## src/rtl/accum_sched.sv

```systemverilog
// accum_sched: two-requester round-robin scheduler running a triangular accumulator job.
// Define ACCUM_SCHED_ASSERT_EN to compile in the concurrent assertion checks.
module accum_sched #(
   parameter int WIDTH = 15,
   parameter int LIMIT = 200
) (
   input  logic             clk,
   input  logic             rst,
   input  logic             req0,
   input  logic             req1,
   input  logic [7:0]       n0,
   input  logic [7:0]       n1,
   input  logic             step_en,
   output logic             gnt0,
   output logic             gnt1,
   output logic             busy,
   output logic             done,
   output logic             done_id,
   output logic [WIDTH-1:0] x_out,
   output logic [WIDTH-1:0] y_out,
   output logic [1:0]       state_dbg
);

   // Handshake: reqN is a level held until gntN pulses for one cycle; grants are
   // issued only from IDLE, and nN is captured on the same edge that raises gntN.

   typedef enum logic [1:0] {
      S_IDLE = 2'd0,
      S_RUN  = 2'd1,
      S_DONE = 2'd2
   } state_t;

   localparam logic [WIDTH-1:0] LIMIT_W = WIDTH'(LIMIT);

   state_t           state_q, state_d;
   logic [WIDTH-1:0] x_q, x_d;
   logic [WIDTH-1:0] y_q, y_d;
   logic [WIDTH-1:0] nlat_q, nlat_d;
   logic             owner_q, owner_d;
   logic             last_q, last_d;
   logic             gnt0_q, gnt0_d;
   logic             gnt1_q, gnt1_d;
   logic             busy_q, busy_d;
   logic             done_q, done_d;
   logic             done_id_q, done_id_d;

   logic             win;
   logic [7:0]       n_sel;
   logic [31:0]      n_sel32;
   logic [WIDTH-1:0] n_cap;

   // On a tie the requester that was not served last wins.
   always_comb begin
      win     = (req0 && req1) ? ~last_q : req1;
      n_sel   = win ? n1 : n0;
      n_sel32 = {24'd0, n_sel};
      if (n_sel32 > 32'(LIMIT)) begin
         n_cap = LIMIT_W;
      end else begin
         n_cap = WIDTH'(n_sel32);
      end
   end

   always_comb begin
      state_d   = state_q;
      x_d       = x_q;
      y_d       = y_q;
      nlat_d    = nlat_q;
      owner_d   = owner_q;
      last_d    = last_q;
      gnt0_d    = 1'b0;
      gnt1_d    = 1'b0;
      busy_d    = busy_q;
      done_d    = 1'b0;
      done_id_d = 1'b0;
      unique case (state_q)
         S_IDLE: begin
            if (req0 || req1) begin
               state_d = S_RUN;
               owner_d = win;
               last_d  = win;
               nlat_d  = n_cap;
               x_d     = WIDTH'(1);
               y_d     = '0;
               gnt0_d  = ~win;
               gnt1_d  = win;
               busy_d  = 1'b1;
            end
         end
         S_RUN: begin
            // Completion takes priority over stepping, so step_en is a don't-care here.
            if (y_q == nlat_q) begin
               state_d   = S_DONE;
               done_d    = 1'b1;
               done_id_d = owner_q;
            end else if (step_en) begin
               x_d = x_q + y_q;
               y_d = y_q + WIDTH'(1);
            end
         end
         S_DONE: begin
            state_d = S_IDLE;
            busy_d  = 1'b0;
         end
         default: begin
            state_d = S_IDLE;
            busy_d  = 1'b0;
         end
      endcase
   end

   always_ff @(posedge clk or posedge rst) begin
      if (rst) begin
         state_q   <= S_IDLE;
         x_q       <= WIDTH'(1);
         y_q       <= '0;
         nlat_q    <= '0;
         owner_q   <= 1'b0;
         last_q    <= 1'b1;
         gnt0_q    <= 1'b0;
         gnt1_q    <= 1'b0;
         busy_q    <= 1'b0;
         done_q    <= 1'b0;
         done_id_q <= 1'b0;
      end else begin
         state_q   <= state_d;
         x_q       <= x_d;
         y_q       <= y_d;
         nlat_q    <= nlat_d;
         owner_q   <= owner_d;
         last_q    <= last_d;
         gnt0_q    <= gnt0_d;
         gnt1_q    <= gnt1_d;
         busy_q    <= busy_d;
         done_q    <= done_d;
         done_id_q <= done_id_d;
      end
   end

   assign gnt0      = gnt0_q;
   assign gnt1      = gnt1_q;
   assign busy      = busy_q;
   assign done      = done_q;
   assign done_id   = done_id_q;
   assign x_out     = x_q;
   assign y_out     = y_q;
   assign state_dbg = state_q;

`ifdef ACCUM_SCHED_ASSERT_EN
   a_x_ge_y: assert property (@(posedge clk) disable iff (rst)
      busy_q |-> (x_q >= y_q));
   a_y_le_n: assert property (@(posedge clk) disable iff (rst)
      (y_q <= nlat_q) && (nlat_q <= LIMIT_W));
   a_gnt_1h: assert property (@(posedge clk) disable iff (rst)
      !(gnt0_q && gnt1_q));
   a_done_st: assert property (@(posedge clk) disable iff (rst)
      done_q |-> (state_q == S_DONE));
`endif

endmodule

```

## config.mk

```make
export PLATFORM = sky130hd
export DESIGN_NAME = accum_sched
export DESIGN_NICKNAME = d
export VERILOG_FILES = /design/src/rtl/accum_sched.sv
export SDC_FILE = /design/constraint.sdc
export NUM_CORES = 1
export LEC_CHECK = 0
export ABC_AREA = 1
export CAP_MARGIN = 20
export CORE_MARGIN = 3
export CORE_UTILIZATION = 53
export DETAILED_ROUTE_END_ITERATION = 7
export PLACE_DENSITY = 0.77
export SKIP_CTS_REPAIR_TIMING = 1
export SLEW_MARGIN = 25
export SYNTH_ARGS = -nofsm -noshare
export SYNTH_HDL_FRONTEND = slang
export SYNTH_SLANG_ARGS = --single-unit
```

## constraint.sdc

```tcl
create_clock -name clk -period 2.25 [get_ports clk]
set_input_delay 0.5625 -clock clk [delete_from_list [all_inputs] [get_ports clk]]
set_output_delay 0.5625 -clock clk [all_outputs]
set_load 0.01 [all_outputs]
```

# Yosys cells after proc, flatten, opt, wreduce, memory -nomap -nowiden
# Cells that the tools add are included.
# totals
input_bits,21
out_inout_bits,37
ff_bits,54
# op_classes
n_reduce_logical,8
n_eq_ne,6
bitwise,3
n_addsub,2
order_cmp,1
muxes,24
# ops
operator,n
two-way mux 15 bit,6
case mux 15 bit (2 select lines),2
two-way mux 8 bit,2
adder 15 x 1 -> 15 bit (second input constant),1
adder 15 bit,1
equality test 15 bit,1
two-way mux 1 bit,10
greater-than comparator 8 bit (second input constant),1
!= test 2 bit (second input constant),4
AND reduction 2 bit,3
two-way mux 2 bit,2
case mux 2 bit (2 select lines),1
AND reduction 4 bit,1
NOT 1 bit,3
equality test 2 x 1 -> 1 bit (second input constant),1
zero test 2 bit,1
case mux 1 bit (2 select lines),1
nonzero test 2 bit,1
logical AND 1 bit,1
logical OR 1 bit,1

# Logic depth before layout (Yosys ltp)
# Gate-level depths: netlist of the first run.
# depth
word_depth,5
depth_mapped,12

# Worst setup path after synthesis of the first run
# No wires, ideal clock.
# synth_timing
kind,reg2reg
from,"register y_q[0], in the netlist y_out[0]"
to,"register x_q[14], in the netlist x_out[14]"
n_path_buf,0
arrival_time_ns,1.794
stages_incl_launch_ff,13
slack_ns,0.340
cell_sequence,dfrtp_1 ha_1 fa_1 nand3_1 nand3_1 nand2_1 nand2_1 nand2_1 nand2_1 nor2_1 nor2_1 nand2_1 nand2_1
# synth_via
elab_chain_len,4
# synth_rtl
item,line,rtl
start: declaration,37,"logic [WIDTH-1:0] y_q, y_d;"
start signal: assignment,128,y_q <= y_d;
adder 15 bit,97,x_d = x_q + y_q;
two-way mux 15 bit,96,end else if (step_en) begin
two-way mux 15 bit,92,if (y_q == nlat_q) begin
case mux 15 bit (2 select lines),76,unique case (state_q)
end signal: assignment,115,x_q <= WIDTH'(1);
end signal: assignment,127,x_q <= x_d;
end: declaration,36,"logic [WIDTH-1:0] x_q, x_d;"
# Parallel ways exist; a longest one is shown, timed or not. The select of a mux whose other input is x is not followed.
# A chain may end at the register's enable or synchronous reset.

# Final worst setup path of the first run
# layout_timing
from,"register y_q[7], in the netlist y_out[7]"
to,output y_out[7]
# layout_lines
item,line,rtl
end: declaration,20,"output logic [WIDTH-1:0] y_out,"
# No word-level cell between the ends.

==> results of run 1 <==
## metal layers
metal	routed length, um	GRT usage	up-vias
met4	123	0.0570	0
met1	3780	0.333	1453
met2	3980	0.401	106
li1	-	-	1621
met3	446	0.0464	13
met5	0	0	-
## cells by family (layout without fill, tap and decap cells)
group,after synthesis,count (layout),share of synthesized area
AO/OA/AOI/OAI,47,47,0.0775
buffers and inverters,56,123,0.0755
XOR/XNOR,16,16,0.0438
adder cells (fa/ha/maj),16,16,0.0649
AND/OR/NAND/NOR,286,286,0.370
flip-flops,47,47,0.369
## power by group through the flow
stage          sequential, uW  combinational, uW  clock, uW
6_report                 1390               2070        657
5_1_grt                  1420               2330        708
2_1_floorplan            1410               1300          0
3_5_place_dp             1400               2060          0
4_1_cts                  1380               2070        668
3_3_place_gp             1390               2010          0
## synthesized netlist by cell type, types with 2 or more instances
cell type and instances:
nand2_1 168, nor2_1 58, dfrtp_1 45, inv_1 44
nand3_1 34, o21ai_0 24, ha_1 15, a21oi_1 14
xor2_1 10, nand4_1 9, nor3_1 7, xnor2_1 6
o21ai_1 5, buf_6 4, clkbuf_1 4, nand3b_1 4
inv_2 3, and2_1 2, dfstp_2 2
## cell type report
type                    count  area [sq um]  area share
multi-input cells         365          1780       0.444
flip-flops and latches     47          1180       0.294
repair buffers             68           666       0.166
inverters                  47           176      0.0440
well taps                  72          90.1      0.0225
clock buffers               6          82.6      0.0206
clock inverters             2          35.0     0.00874
## sequential cells by signal, summed over array words and instances (netlist names)
name and cells:
x_out 15, busy 1, gnt1 1, last_q 1, nlat_q 8, owner_q 1, y_out 15, done_id 1
gnt0 1, state_dbg 2, done 1
## path summary, 6_finish.rpt
| path | startpoint | end | slack (ns) | depth (start not counted) |
|---|---|---|---|---|
| min reg2reg | last_q | last_q | 0.48 | 2 |
| max | y_out[7] | y_out[7] | 0.19 | 1 |
| min | last_q | last_q | 0.48 | 2 |
| min in group asynchronous | rst | nlat_q[1] | 0.56 | 2 |
| max in group asynchronous | rst | x_out[4] | 1.19 | 3 |
| max reg2reg | x_out[0] | x_out[14] | 0.28 | 12 |
## stage by stage
stage	area (sq um)	hold WS [ns]	utilization
4_1_cts	4010	0.479	0.706
5_1_grt	4010	0.516	0.706
3_5_place_dp	3890	0.463	0.685
3_3_place_gp	3890	0.464	0.685
6_report	4010	0.477	0.706
2_1_floorplan	3200	0.448	-
==> impl_metrics.yaml, run 1 <==
sta:
  max_slew_margin: 0.603
  fin_setup_tns_ns: 0
  finClkSkew_ns: 0.0160
  setup_slack_ns: 0.186
  rsz0062_at_grt: "false"
  hold_violations: 0
  max_slew.worst_pin.slew_ns: 0.594
  setup-violations-final: 0
  post-route-min-period_ns: 2.06
  finalCritPeriodShare: 0.917
  drv_slew: 0
  fmax_mhz: 484
clock_tree:
  cts-root-buf: "clkbuf_8"
  clkTransAtPathRegs_ns: 0.09
  clock_sinks: 47
  clk_latency_ns: 0.31
  cts_tree: "built"
  cts_buffers: 5
  cts.path.max_buffers: 2
  h-tree-depth: 2
power:
  p_int_uw: 2360
  p_per_area_nw_per_um2: 1030
  leakage_uw: 0.00201
  seqPwrFrac: 0.337
  p_switching_uw: 1750
  clkPwrFrac: 0.160
  vdd_ir_drop_max_uv: 738
  p_comb_frac: 0.504
  power.total_uw: 4110
  p_sw_frac: 0.425
routing:
  firstDrtPassIters: 5
  drc: 0
  drt_iter0_drc: 190
  ant_nets: 0
  num_vias: 3193
  drt-total-wl_um: 8330
  avgViaCountPerCell: 5.26
  avgRoutedWirePerCell_um: 13.7
floorplanning:
  initial_core_util: 0.563
  die-area_sq_um: 7000
  die_x_um: 83.7
  die_h_um: 83.7
  io_pins: 58
  coreArea_sq_um: 5680
  rows: 27
synthesis:
  synth_top_cell_area_share: 0.352
  syn-cell-area_sq_um: 3200
  syn_nets: 505
  ys_seq_area_frac: 0.369
  yosys.area.top_type: "dfrtp_1"
  ys.flop_type: "dfrtp_1"
  ys_types: 29
  synthTopCellsByArea: "dfrtp_1 35%, nand2_1 20%, nor2_1 6.8%"
  synth.avg_cell_area_sq_um: 6.83
  async_flop_share: 1.00
  ys_warn_count: 0
  postSynthCellCount: 468
  synth_edf_count: 0
  ys_ff_latch: 47
global_route:
  grt_usage: 0.244
  grt_pass1_vias: 3042
  grt_overflow_total: 0
  antenna_found_initial: 0
  grt_max_degree: 32
  grt_pass1_wl_um: 14100
cells_and_area:
  drive_gt1_frac: 0.0542
  n_antenna_cell: 0
  area_growth_pct: 25.3
  final_common_cell: "nand2_1"
  layout.nets: 571
  final_cells: 607
  mostFrequentLayoutCells: "168 x nand2_1, 58 x nor2_1, 57 x clkdlybuf4s50_1"
  n_fill_cell: 501
placed_design:
  post-dp-hpwl_um: 6410
  place_inst: 599
  gp_congestion: 0.931
  post-place-ws_ns: 0.0717
  place.port_buffers: 57
worst_setup_path:
  crit_path_start_kind: "flip-flop"
  required_ns: 1.69
  path_delay_family: "buffers and inverters"
  path_cells: "clkdlybuf4s50_1"
  crit_buf_inv: 1
  critPathArrivalTime_ns: 1.50
  crit_type: "flip-flop to primary output"
  critPathMaxStageDelay_ns: 0.61
  endpoint_kind: "primary output"
  crit_path_max_fanout: 7
  slowest_stage: "clkdlybuf4s50_1"
status:
  status: "completed"
flow_run:
  maxCapViolations: 0
worst_hold_path:
  hp-class: "flip-flop to flip-flop"
Power figures use the tool's default switching activity.
==> run 2: changes to the inputs <==
--- a/config.mk
+++ b/config.mk
@@ -12,7 +12,6 @@
 export DETAILED_ROUTE_END_ITERATION = 7
 export PLACE_DENSITY = 0.77
 export SKIP_CTS_REPAIR_TIMING = 1
-export SLEW_MARGIN = 25
 export SYNTH_ARGS = -nofsm -noshare
 export SYNTH_HDL_FRONTEND = slang
 export SYNTH_SLANG_ARGS = --single-unit
==> results of run 2 <==
The final DEF is identical to that of run 1; final timing and power are the same.
